==> src/rtl/fifo_k_pkg.sv <==
// Shared constants and types for the fifo_k rate-decoupling buffer.
package fifo_k_pkg;
   localparam int FIFO_K_DATA_W = 8;
   localparam int FIFO_K_DEPTH  = 16;

   typedef logic [FIFO_K_DATA_W-1:0] fifo_k_data_t;
endpackage

==> src/rtl/fifo_k_mem.sv <==
// Register-array storage for fifo_k: one synchronous write port, one combinational read port.
module fifo_k_mem
   import fifo_k_pkg::*;
#(
   parameter int DATA_W = FIFO_K_DATA_W,
   parameter int DEPTH  = FIFO_K_DEPTH,
   parameter int ADDR_W = $clog2(DEPTH)
) (
   input  logic              clk,
   input  logic              we,
   input  logic [ADDR_W-1:0] waddr,
   input  logic [DATA_W-1:0] wdata,
   input  logic [ADDR_W-1:0] raddr,
   output logic [DATA_W-1:0] rdata
);

   // Contents are deliberately left unreset; the pointers define what is valid.
   logic [DATA_W-1:0] mem_q [DEPTH];

   always_ff @(posedge clk) begin
      if (we) begin
         mem_q[waddr] <= wdata;
      end
   end

   assign rdata = mem_q[raddr];

endmodule

==> src/rtl/fifo_k.sv <==
// Single-clock FIFO with wrap-bit pointers, registered read data and a one-cycle read-valid strobe.
module fifo_k
   import fifo_k_pkg::*;
#(
   parameter int DATA_W = FIFO_K_DATA_W,
   parameter int DEPTH  = FIFO_K_DEPTH
) (
   input  logic              clk,
   input  logic              reset,
   input  logic              push,
   input  logic              pop,
   input  logic [DATA_W-1:0] data_in,
   output logic              en,
   output logic              fifo_full,
   output logic              fifo_empty,
   output logic [DATA_W-1:0] data_out
);

   localparam int ADDR_W = $clog2(DEPTH);

   logic [ADDR_W:0]   wr_ptr_q, wr_ptr_d;
   logic [ADDR_W:0]   rd_ptr_q, rd_ptr_d;
   logic              en_q, en_d;
   logic [DATA_W-1:0] data_out_q, data_out_d;
   logic [DATA_W-1:0] rdata;
   logic              wr_ok;
   logic              pop_ok;

   assign fifo_empty = (wr_ptr_q == rd_ptr_q);
   assign fifo_full  = (wr_ptr_q[ADDR_W-1:0] == rd_ptr_q[ADDR_W-1:0]) &&
                       (wr_ptr_q[ADDR_W] != rd_ptr_q[ADDR_W]);

   // A pop frees a slot on the same edge, so a full FIFO can still take a push alongside it.
   assign pop_ok = pop & ~fifo_empty;
   assign wr_ok  = push & (~fifo_full | pop_ok);

   fifo_k_mem #(
      .DATA_W (DATA_W),
      .DEPTH  (DEPTH),
      .ADDR_W (ADDR_W)
   ) u_mem (
      .clk   (clk),
      .we    (wr_ok),
      .waddr (wr_ptr_q[ADDR_W-1:0]),
      .wdata (data_in),
      .raddr (rd_ptr_q[ADDR_W-1:0]),
      .rdata (rdata)
   );

   always_comb begin
      wr_ptr_d   = wr_ptr_q;
      rd_ptr_d   = rd_ptr_q;
      en_d       = 1'b0;
      data_out_d = data_out_q;
      if (wr_ok) begin
         wr_ptr_d = wr_ptr_q + {{ADDR_W{1'b0}}, 1'b1};
      end
      if (pop_ok) begin
         rd_ptr_d   = rd_ptr_q + {{ADDR_W{1'b0}}, 1'b1};
         en_d       = 1'b1;
         data_out_d = rdata;
      end
   end

   always_ff @(posedge clk or posedge reset) begin
      if (reset) begin
         wr_ptr_q   <= '0;
         rd_ptr_q   <= '0;
         en_q       <= 1'b0;
         data_out_q <= '0;
      end else begin
         wr_ptr_q   <= wr_ptr_d;
         rd_ptr_q   <= rd_ptr_d;
         en_q       <= en_d;
         data_out_q <= data_out_d;
      end
   end

   assign en       = en_q;
   assign data_out = data_out_q;

endmodule

==> config.mk <==
export PLATFORM = sky130hd
export DESIGN_NAME = fifo_k
export DESIGN_NICKNAME = d
export VERILOG_FILES = /design/src/rtl/fifo_k_pkg.sv /design/src/rtl/fifo_k_mem.sv /design/src/rtl/fifo_k.sv
export SDC_FILE = /design/constraint.sdc
export NUM_CORES = 1
export LEC_CHECK = 0
export CAP_MARGIN = 20
export CORE_ASPECT_RATIO = 1.75
export CORE_UTILIZATION = 32
export CTS_CLUSTER_DIAMETER = 200
export DETAILED_ROUTE_END_ITERATION = 7
export PLACE_DENSITY = 0.54
export SYNTH_ARGS = -nofsm -noshare
export SYNTH_HDL_FRONTEND = slang
export SYNTH_SLANG_ARGS = --single-unit
==> constraint.sdc <==
create_clock -name clk -period 3.7 [get_ports clk]
set_input_delay 0.37 -clock clk [delete_from_list [all_inputs] [get_ports clk]]
set_output_delay 0.37 -clock clk [all_outputs]
set_load 0.02 [all_outputs]
==> flow_summary.toml <==
[setup_path]
cp-end-kind = "output pin"
rr_worst_depth = 4
crit_family = "flip-flops"
crit_buf_inv = 1
regToRegStartpoint = "rd_ptr_q[3]$_DFFE_PP0P_"
cp.arrival_ps = 2660
required_ps = 3330
cp-start-kind = "register"
critPathMaxStageDelay_ps = 860
worstSetupPathType = "register to output pin"
cp-startpoint = "rd_ptr_q[3]$_DFFE_PP0P_"
path_cells = "xnor2_1 > nand4_2 > nor2_1 > clkdlybuf4s50_1"
cp_max_fo = 19
crit_cells = 4
crit_slowest_cell = "dfrtp_1"

[floorplan]
io_pins = 23
die_w_um = 105
initial_core_util_pct = 32.9
rows = 65
die_h_um = 183
die_area_um2 = 19300
core_area_um2 = 18200

[yosys]
yosys.area_share.simple_pct = 3.80
synthXorXnorAreaFrac_pct = 2.04
ys_warn_count = 0
synth_cell_type_count = 34
postSynthAreaPerCell_um2 = 19.5
synth-compound-area-share_pct = 3.38
async_reset_ff_share_pct = 12.9
synth-edff-count = 128
synthCells = 307
synth_nets = 324
synth_top_family_by_area = "multiplexers"
synthesis.area_um2 = 6000
synth_top_flop_cell = "edfxtp_1"
yosys.area_share.adder_pct = 1.04
synth_top_area_cell = "edfxtp_1"
ys_top_cells_by_area = "edfxtp_1 64%, dfrtp_1 7.9%, mux4_1 5.7%"
synth_seq_cells = 147
synth_mux_area_share_pct = 15.9
synth_top_area_share_pct = 64.1
seq_area_frac_synth_pct = 72.0

[run_status]
status = "completed"

[timing]
fin_crit_sh_pct = 81.8
fmax_ghz = 0.331
drv_slew = 0
setup_violations = 0
final.setup.tns_ps = 0
clock_skew_ps = 10.3
slew_headroom_pct = 41.3
hold_slack_ps = 439
min_period_ps = 3030
tightest_slew_ps = 880
finalHoldViolCount = 0
rsz0062_at_grt = "false"
setup_ws_ps = 675

[global_routing]
overflow = 0
grt_max_degree = 44
grtUsageTotal_pct = 14.1
first_global_vias = 3106
antenna_found_initial = 0
grt_pass1_wl_um = 19100

[routing]
drc_errors = 0
dr.first_iter.drc_count = 191
wl_um = 12700
final_antenna_net_count = 0
post_drt_via_cell_ratio = 4.97
post_drt_wl_per_cell_um = 21.7
drt_pass1_iterations = 4
num_vias = 2896

[place]
place_ws_ps = 930
io_buffers = 22
place_congestion = 0.753
dp_hpwl_um = 8500

[clocking]
htreeDepth = 4
clockRootBuffer = "clkbuf_16"
ctsLongestPathBuffers = 2
insertion_delay_ps = 420
ctsHoldBuffers = 0
cts_tree = "yes"
post_cts_buffers = 0
ctsResizeCount = 0
cts_buffers = 17
clkSinkCount = 147
clkTransAtPathRegs_ps = 70

[cells_and_area]
fillers = 1687
final_nets = 353
final_common_cell = "edfxtp_1"
finish.utilization_pct = 38.6
antenna_cells = 0
seq_area_um2 = 4320
layout_common_cells = "128 x edfxtp_1, 22 x clkdlybuf4s50_1, 18 x mux2_2, 18 x dfrtp_1, 17 x clkbuf_16"
multiInputGateArea_um2 = 1570
syn2layout_area_growth_pct = 17.2
drive_gt1_share_pct = 19.5

[power_and_ir_drop]
pwr_density_cell_nw_per_um2 = 790
pwr-share-seq_pct = 40.5
ir_worst_vdd_mv = 0.321
pwr-share-comb_pct = 29.7
p_int_w = 0.00381
p_leak_nw = 2.42
swShare_pct = 31.4
p_sw_w = 0.00174
power.clock.fraction_pct = 29.8

[min_path]
hold_path_class = "primary input to async pin"

[flow_run]
maxCapViolations = 0
Yosys cell counts, types with 3 or more instances:
cell type  instances
a221oi_1           8
buf_2              7
inv_1              5
mux2i_1           16
dfrtp_1           19
and3_1            12
ha_1               5
xnor2_1           13
a22o_1             8
nand2b_1           8
nor2b_1            3
mux2_2            18
mux4_1            13
mux4_2            11
edfxtp_1         128
and4_1             3
clkbuf_1           5
nor2_1             5
registers in the layout, summed over array words and instances (netlist names):
register,count
u_mem.mem_q,128
en,1
rd_ptr_q,5
data_out,8
wr_ptr_q,5
layer usage:
layer / share of wire (%) / up-vias / GRT usage, %
li1: - / 1303 / -
met1: 39 / 1518 / 15.3
met2: 56 / 67 / 26.2
met3: 2.8 / 8 / 3.02
met4: 1.7 / 0 / 5.83
met5: 0 / - / 0
final cells by class:
cell class                      instances  share of cell area (%)
Tap cell                              234                    4.17
Multi-Input combinational cell        138                    22.3
Timing Repair Buffer                   27                    3.67
Inverter                                5                   0.267
Clock buffer                           17                    6.05
Sequential cell                       147                    61.5
Clock inverter                         15                    2.07
through the flow:
stage                     power [W]  area [um2]  instances
after floorplan             0.00345        6000        307
after global placement      0.00393        6460        551
after detailed placement    0.00396        6460        551
after CTS                   0.00561        7030        583
after global routing        0.00580        7030        583
final                       0.00555        7030        583
cell families (layout without fill, tap and decap cells):
logic type,after synthesis,in the layout
and+or+nand+nor,37,37
xor gates and xnor gates,14,14
muxes,58,58
AOI/OAI and AO/OA,24,24
DFF,147,147
adders and majority gates,5,5
buffers and inverters,22,64
power by group through the flow:
| stage | Sequential (W) | Combinational, W | Clock (W) |
|---|---|---|---|
| after floorplan | 0.00223 | 0.00122 | 0 |
| after global placement | 0.00227 | 0.00166 | 0 |
| after detailed placement | 0.00228 | 0.00167 | 0 |
| after CTS | 0.00225 | 0.00168 | 0.00168 |
| after global routing | 0.00227 | 0.00178 | 0.00175 |
| final | 0.00225 | 0.00165 | 0.00165 |
path summary, 6_finish.rpt:
kind | to | slack, ps
min in group clk | data_out[1]$_DFFE_PP0P_ | 520
max | fifo_empty | 670
min | data_out[6]$_DFFE_PP0P_ | 440
min reg2reg | data_out[1]$_DFFE_PP0P_ | 520
max reg2reg | u_mem.mem_q[7][2]$_DFFE_PP_ | 890
max in group asynchronous | rd_ptr_q[2]$_DFFE_PP0P_ | 2660
(Power assumes the default switching activity.)
